### config.mk
export PLATFORM = sky130hd
export DESIGN_NAME = axi_dma_burst_engine
export DESIGN_NICKNAME = d
export VERILOG_FILES = /design/src/rtl/axi_dma_burst_engine.sv
export SDC_FILE = /design/constraint.sdc
export NUM_CORES = 1
export LEC_CHECK = 0
export BUFFER_PORTS_ARGS = -buffer_cell sky130_fd_sc_hd__buf_4
export CORE_AREA = 2 2 128 130
export CTS_CLUSTER_DIAMETER = 30
export DETAILED_ROUTE_END_ITERATION = 8
export DIE_AREA = 0 0 130 132
export GPL_TIMING_DRIVEN = 0
export PLACE_DENSITY = 0.73
export SYNTH_ARGS = -nofsm -noshare
export SYNTH_HDL_FRONTEND = slang
export SYNTH_SLANG_ARGS = --single-unit
export TNS_END_PERCENT = 30
### constraint.sdc
create_clock -name clk -period 1.57 [get_ports clk]
set_input_delay 0.0785 -clock clk [delete_from_list [all_inputs] [get_ports clk]]
set_output_delay 0.0785 -clock clk [all_outputs]
set_load 0.05 [all_outputs]
### src/rtl/axi_dma_burst_engine.sv
// DMA burst responder: turns one-cycle read/write commands into AXI4 INCR bursts
// on independent read and write channels, with done pulses and sticky error flags.
`timescale 1ns/1ps
module axi_dma_burst_engine #(
    parameter int AXI_WIDTH_AD = 32,
    parameter int AXI_WIDTH_DA = 32,
    parameter int BIT_TRANS    = 18
) (
    input  logic                      clk,
    input  logic                      rstn,
    input  logic [BIT_TRANS-1:0]      i_num_trans,
    input  logic                      i_ctrl_read,
    input  logic [AXI_WIDTH_AD-1:0]   i_read_addr,
    output logic                      o_read_done,
    output logic [AXI_WIDTH_DA-1:0]   o_rd_data,
    output logic                      o_rd_valid,
    input  logic                      i_ctrl_write,
    input  logic [AXI_WIDTH_AD-1:0]   i_write_addr,
    input  logic [AXI_WIDTH_DA-1:0]   i_wr_data,
    output logic                      o_indata_req_wr,
    output logic                      o_write_done,
    output logic                      o_cmd_drop,
    output logic                      o_resp_err,
    input  logic                      i_clr_err,
    output logic [AXI_WIDTH_AD-1:0]   m_araddr,
    output logic [7:0]                m_arlen,
    output logic [2:0]                m_arsize,
    output logic [1:0]                m_arburst,
    output logic                      m_arvalid,
    input  logic                      m_arready,
    input  logic [AXI_WIDTH_DA-1:0]   m_rdata,
    input  logic [1:0]                m_rresp,
    input  logic                      m_rlast,
    input  logic                      m_rvalid,
    output logic                      m_rready,
    output logic [AXI_WIDTH_AD-1:0]   m_awaddr,
    output logic [7:0]                m_awlen,
    output logic [2:0]                m_awsize,
    output logic [1:0]                m_awburst,
    output logic                      m_awvalid,
    input  logic                      m_awready,
    output logic [AXI_WIDTH_DA-1:0]   m_wdata,
    output logic [AXI_WIDTH_DA/8-1:0] m_wstrb,
    output logic                      m_wlast,
    output logic                      m_wvalid,
    input  logic                      m_wready,
    input  logic [1:0]                m_bresp,
    input  logic                      m_bvalid,
    output logic                      m_bready
);

    localparam logic [2:0] C_SIZE       = 3'($clog2(AXI_WIDTH_DA/8));
    localparam logic [1:0] C_BURST_INCR = 2'b01;

    typedef enum logic [1:0] {
        RD_IDLE = 2'd0,
        RD_AR   = 2'd1,
        RD_R    = 2'd2,
        RD_DONE = 2'd3
    } rd_state_t;

    typedef enum logic [2:0] {
        WR_IDLE = 3'd0,
        WR_AW   = 3'd1,
        WR_W    = 3'd2,
        WR_B    = 3'd3,
        WR_DONE = 3'd4
    } wr_state_t;

    rd_state_t               r_rd_state;
    logic [AXI_WIDTH_AD-1:0] r_araddr;
    logic [8:0]              r_rd_last_idx;
    logic [8:0]              r_rd_cnt;
    logic                    r_arvalid;
    logic                    r_rready;
    logic                    r_read_done;

    wr_state_t               r_wr_state;
    logic [AXI_WIDTH_AD-1:0] r_awaddr;
    logic [8:0]              r_wr_last_idx;
    logic [8:0]              r_wr_cnt;
    logic                    r_awvalid;
    logic                    r_wvalid;
    logic                    r_bready;
    logic                    r_write_done;

    logic                    r_cmd_drop;
    logic                    r_resp_err;

    logic [8:0]              w_num_in;
    logic [8:0]              w_last_idx_in;
    logic                    w_rd_last;
    logic                    w_wr_last;
    logic                    w_rd_err;
    logic                    w_wr_err;
    logic                    w_drop;
    logic                    w_unused_num;

    // Beat counts above 256 are illegal, so only the low 9 bits are meaningful.
    assign w_num_in      = i_num_trans[8:0];
    assign w_last_idx_in = w_num_in - 9'd1;
    assign w_unused_num  = ^i_num_trans[BIT_TRANS-1:9];

    assign w_rd_last = (r_rd_cnt == r_rd_last_idx);
    assign w_wr_last = (r_wr_cnt == r_wr_last_idx);

    assign w_rd_err = (r_rd_state == RD_R) && m_rvalid &&
                      ((m_rresp != 2'b00) || (m_rlast != w_rd_last));
    assign w_wr_err = (r_wr_state == WR_B) && m_bvalid && (m_bresp != 2'b00);
    assign w_drop   = (i_ctrl_read  && (r_rd_state != RD_IDLE)) ||
                      (i_ctrl_write && (r_wr_state != WR_IDLE));

    // Read channel FSM: address phase, beat collection, then a one-cycle done pulse.
    always_ff @(posedge clk or negedge rstn) begin
        if (!rstn) begin
            r_rd_state    <= RD_IDLE;
            r_araddr      <= {AXI_WIDTH_AD{1'b0}};
            r_rd_last_idx <= 9'd0;
            r_rd_cnt      <= 9'd0;
            r_arvalid     <= 1'b0;
            r_rready      <= 1'b0;
            r_read_done   <= 1'b0;
        end else begin
            case (r_rd_state)
                RD_IDLE: begin
                    r_read_done <= 1'b0;
                    if (i_ctrl_read) begin
                        r_araddr      <= i_read_addr;
                        r_rd_last_idx <= w_last_idx_in;
                        r_rd_cnt      <= 9'd0;
                        if (w_num_in == 9'd0) begin
                            r_read_done <= 1'b1;
                            r_rd_state  <= RD_DONE;
                        end else begin
                            r_arvalid  <= 1'b1;
                            r_rd_state <= RD_AR;
                        end
                    end
                end
                RD_AR: begin
                    if (m_arready) begin
                        r_arvalid  <= 1'b0;
                        r_rready   <= 1'b1;
                        r_rd_state <= RD_R;
                    end
                end
                RD_R: begin
                    // The burst ends on our own count; rlast is only checked, never trusted.
                    if (m_rvalid) begin
                        r_rd_cnt <= r_rd_cnt + 9'd1;
                        if (w_rd_last) begin
                            r_rready    <= 1'b0;
                            r_read_done <= 1'b1;
                            r_rd_state  <= RD_DONE;
                        end
                    end
                end
                RD_DONE: begin
                    r_read_done <= 1'b0;
                    r_rd_state  <= RD_IDLE;
                end
                default: begin
                    r_arvalid   <= 1'b0;
                    r_rready    <= 1'b0;
                    r_read_done <= 1'b0;
                    r_rd_state  <= RD_IDLE;
                end
            endcase
        end
    end

    // Write channel FSM: AW strictly before W, then wait for B and pulse done.
    always_ff @(posedge clk or negedge rstn) begin
        if (!rstn) begin
            r_wr_state    <= WR_IDLE;
            r_awaddr      <= {AXI_WIDTH_AD{1'b0}};
            r_wr_last_idx <= 9'd0;
            r_wr_cnt      <= 9'd0;
            r_awvalid     <= 1'b0;
            r_wvalid      <= 1'b0;
            r_bready      <= 1'b0;
            r_write_done  <= 1'b0;
        end else begin
            case (r_wr_state)
                WR_IDLE: begin
                    r_write_done <= 1'b0;
                    if (i_ctrl_write) begin
                        r_awaddr      <= i_write_addr;
                        r_wr_last_idx <= w_last_idx_in;
                        r_wr_cnt      <= 9'd0;
                        if (w_num_in == 9'd0) begin
                            r_write_done <= 1'b1;
                            r_wr_state   <= WR_DONE;
                        end else begin
                            r_awvalid  <= 1'b1;
                            r_wr_state <= WR_AW;
                        end
                    end
                end
                WR_AW: begin
                    if (m_awready) begin
                        r_awvalid  <= 1'b0;
                        r_wvalid   <= 1'b1;
                        r_wr_state <= WR_W;
                    end
                end
                WR_W: begin
                    if (m_wready) begin
                        r_wr_cnt <= r_wr_cnt + 9'd1;
                        if (w_wr_last) begin
                            r_wvalid   <= 1'b0;
                            r_bready   <= 1'b1;
                            r_wr_state <= WR_B;
                        end
                    end
                end
                WR_B: begin
                    if (m_bvalid) begin
                        r_bready     <= 1'b0;
                        r_write_done <= 1'b1;
                        r_wr_state   <= WR_DONE;
                    end
                end
                WR_DONE: begin
                    r_write_done <= 1'b0;
                    r_wr_state   <= WR_IDLE;
                end
                default: begin
                    r_awvalid    <= 1'b0;
                    r_wvalid     <= 1'b0;
                    r_bready     <= 1'b0;
                    r_write_done <= 1'b0;
                    r_wr_state   <= WR_IDLE;
                end
            endcase
        end
    end

    // Sticky status flags; a fresh event in the clear cycle keeps the flag set.
    always_ff @(posedge clk or negedge rstn) begin
        if (!rstn) begin
            r_cmd_drop <= 1'b0;
            r_resp_err <= 1'b0;
        end else begin
            if (w_drop) begin
                r_cmd_drop <= 1'b1;
            end else if (i_clr_err) begin
                r_cmd_drop <= 1'b0;
            end else begin
                r_cmd_drop <= r_cmd_drop;
            end
            if (w_rd_err || w_wr_err) begin
                r_resp_err <= 1'b1;
            end else if (i_clr_err) begin
                r_resp_err <= 1'b0;
            end else begin
                r_resp_err <= r_resp_err;
            end
        end
    end

    assign m_araddr  = r_araddr;
    assign m_arlen   = r_rd_last_idx[7:0];
    assign m_arsize  = C_SIZE;
    assign m_arburst = C_BURST_INCR;
    assign m_arvalid = r_arvalid;
    assign m_rready  = r_rready;

    assign m_awaddr  = r_awaddr;
    assign m_awlen   = r_wr_last_idx[7:0];
    assign m_awsize  = C_SIZE;
    assign m_awburst = C_BURST_INCR;
    assign m_awvalid = r_awvalid;
    assign m_wdata   = i_wr_data;
    assign m_wstrb   = {(AXI_WIDTH_DA/8){1'b1}};
    assign m_wlast   = r_wvalid && w_wr_last;
    assign m_wvalid  = r_wvalid;
    assign m_bready  = r_bready;

    // Beat-level strobes follow the handshakes combinationally so the requester sees them in-cycle.
    assign o_rd_valid      = r_rready && m_rvalid;
    assign o_rd_data       = m_rdata;
    assign o_indata_req_wr = r_wvalid && m_wready;
    assign o_read_done     = r_read_done;
    assign o_write_done    = r_write_done;
    assign o_cmd_drop      = r_cmd_drop;
    assign o_resp_err      = r_resp_err;

endmodule

==> flow_summary.toml <==
[logic_synthesis]
ys_ff_latch = 114
postSynth.asyncResetShare_pct = 100.0
synth_cell_types = 48
syn_area_um2 = 5943
netlist_instances = 616
synth_area_leaders = "dfrtp_1, buf_4, nand2_1"
ys.flop_type = "dfrtp_1"
avgSynthCellArea_um2 = 9.648
yosys.area_share.simple_pct = 15.71
synth_seq_area_share_pct = 48.00
yosys.area.top_type = "dfrtp_1"
synthAdderAreaFrac_pct = 1.474
synth_xor_area_share_pct = 5.158
synthMuxAreaShare_pct = 7.284
yosys_warnings = 0
synth-edff-count = 0
synth_top_area_share_pct = 48.00
synth_top_family_by_area = "simple AND/OR/NAND/NOR gates"
synth-compound-area-share_pct = 7.411

[clock_tree]
tritoncts = "yes"
cts_buffer_depth = 2
clk_latency_ps = 410
cts.sink_count = 114
cts_max_level = 4
cts_made_buffers = 17
cts_root_buffer = "clkbuf_16"
clk_pin_slew_ps = 60

[hold_path]
holdPathStages = 3
hp-class = "in2reg"
worstHoldStart = "i_num_trans[5]"

[routing]
via_per_inst = 4.531
firstDrtPassIters = 5
route.detailed.drc = 0
dr.max_layer_used = "met4"
drtAntennaViolNets = 0
dr_wl_met2_mm = 8.998
routed-via-count = 5519
wire_per_inst_um = 14.25
met1_length_mm = 6.983
drt_first_iter_violations = 265
drt_wl_total_mm = 17.36
met3WireLength_mm = 1.188

[setup_path]
critPathLaunchType = "flop"
startpoint = "r_wr_last_idx[1]$_DFFE_PN0P_"
reg2reg_slack_ps = -200
crit_path_max_incr_delay_ps = 410
worst-path-buf-inv = 1
r2r_cells = 5
reg2reg_to = "r_rd_state[1]$_DFFE_PN0P_"
crit_path_end = "m_wlast"
cp_data_arrival_time_ps = 1770
cp_cell_sequence = "xnor2_1, nand3_1, nor4_2, and2_1, buf_6"
crit_slowest_cell = "dfrtp_1"
path_max_fanout = 3
crit_required_ps = 1490
critical_path_depth = 5
setup.worst_path.end_class = "primary output"
critPathTopFamily = "simple AND/OR/NAND/NOR gates"
path_class = "reg2out"
r2r_start = "r_rd_cnt[2]$_DFFE_PN0P_"

[timing]
worst_pin_slew_ps = 566.0
finalWorstSetupSlack_ps = -277.5
report.final.slew_viol_count = 0
setup-violations-final = 10
rsz0062_at_grt = "yes"
relSlewSlack_pct = 62.18
fin_skew_ps = 9.170
period_share_pct = 117.7
hold_viol_final = 0
timing.fmax_ghz = 0.5413
fin_crit_ps = 1847

[power_and_ir_drop]
p_seq_share_pct = 25.2
switchingPower_w = 0.009485
combinationalPowerShare_pct = 55.9
clkPwrFrac_pct = 18.9
power.total_w = 0.02013
vdd_drop_max_mv = 1.253
p_per_area_nw_per_um2 = 2048
p_leak_nw = 4.966
cellInternalPower_w = 0.01064
sw_frac_of_total_pct = 47.12

[placement]
numPlacedInstances = 1086
gp_congestion = 0.8430
port_buffers = 241
place_area_um2 = 8145
post-dp-hpwl_mm = 11.67

[die]
core_um2 = 15710
die_area_um2 = 17160
die_h_um = 132
start_util_pct = 37.82
std_cell_rows = 46
die_w_um = 130
pin_count = 331

[final_layout]
fin_area_um2 = 9827
drive_above_1_share_pct = 48.30
final_cell_mix = "buf_4, nand2_1, dfrtp_1, dlygate4sd3_1, mux2_2"
area_growth_pct = 65.35
nets = 1157
final_common_cell = "buf_4"
antenna_cells = 0
instances_no_fill = 1218

[grt]
grt_pass1_vias = 5472
grt_overflow = 0
track_usage_pct = 20.00
grt_antenna_before_repair = 0
grt_first_pass_wirelength_mm = 27.01
grt_max_degree = 68

[flow_run]
maxCapViolCount = 0

[run_status]
status = "finished, violations left"
violations = "setup timing"
-- final cells by class --
class | instances | area, µm²
flip-flops and latches | 114 | 2859
well taps | 216 | 270.3
multi-input cells | 377 | 2400
inverters | 20 | 78.83
plain buffers | 116 | 849.6
clock inverters | 14 | 157.7
clock buffers | 18 | 429.2
repair buffers | 343 | 2783
fillers | 1297 | 5886
-- synth_stat cells, types with 4 or more instances --
library cell  number
nand2_1          132
dfrtp_1          114
buf_4             94
mux2_2            34
o21ai_0           33
nor2_1            27
inv_1             20
xnor2_1           19
a21oi_1           18
xor2_1            16
buf_2             12
clkbuf_1          11
nand3_1           11
nor3_1             9
ha_1               7
mux2i_1            5
and2_1             4
-- state kept, by name, summed over array words and instances (netlist names) --
name / count
o_write_done: 1
m_bready: 1
r_wr_state: 3
m_awvalid: 1
m_awaddr: 32
o_resp_err: 1
r_wr_last_idx: 9
r_rd_cnt: 9
o_cmd_drop: 1
r_rd_last_idx: 9
r_wr_cnt: 9
r_rd_state: 2
m_wvalid: 1
m_arvalid: 1
m_araddr: 32
m_rready: 1
o_read_done: 1
-- per-layer routing --
metal,GRT usage (%),vias up
li1,-,2665
met5,0,-
met1,23.98,2634
met2,34.38,209
met3,5.763,11
met4,6.272,0
-- worst min-delay path by stage --
stage	slack, ps	endpoint
3_5_place_dp	50	m_awvalid$_DFFE_PN0P_
4_1_cts	20	r_wr_last_idx[6]$_DFFE_PN0P_
2_1_floorplan	-220	m_araddr[0]$_DFFE_PN0P_
3_3_place_gp	270	m_awaddr[28]$_DFFE_PN0P_
6_report	30	r_wr_last_idx[5]$_DFFE_PN0P_
5_1_grt	30	r_wr_last_idx[2]$_DFFE_PN0P_
-- per-stage QoR --
stage / hold slack (ps) / util [%] / setup slack, ps / setup TNS (ps)
after global placement: 267.7 / 51.64 / -378.8 / -20700
after global routing: 27.14 / 62.54 / -335.3 / -1763
after CTS: 16.58 / 61.23 / -265.2 / -1236
final: 26.41 / 62.54 / -277.5 / -995.8
after detailed placement: 53.29 / 51.84 / -379.6 / -21150
after floorplan: -217.1 / - / -35.85 / -35.85
-- worst register-to-register path, delay by kind of cell (launching register included) --
family,cells,cell delay (ps)
AND/OR/NAND/NOR,2,610
AO/OA/AOI/OAI,2,460
flip-flops,1,430
XOR/XNOR,1,190
-- logic make-up after synthesis --
| kind of cell | count (synthesis) |
|---|---|
| other | 2 |
| xor gates and xnor gates | 35 |
| muxes | 39 |
| AOI/OAI and AO/OA | 73 |
| DFF | 114 |
| adders and majority gates | 7 |
| and+or+nand+nor | 209 |
| buffers and inverters | 137 |
-- timing repair --
item                                    4_1_cts  5_1_grt
pin swaps                                    10       21
endpoints found under the setup margin      101       91
setup buffers                                13       17
hold buffers                                 72        0
endpoints found under the hold margin       118        0
gates resized for setup                      24       36
gates cloned                                  0        0
-- power by group through the flow --
stage	registers [W]	logic, W	clock network (W)
6_report	0.00508	0.0113	0.00379
5_1_grt	0.00523	0.0119	0.00405
4_1_cts	0.00506	0.0108	0.00390
3_5_place_dp	0.00508	0.0104	0
3_3_place_gp	0.00506	0.0103	0
2_1_floorplan	0.00807	0.00431	0
(Power assumes the default switching activity.)
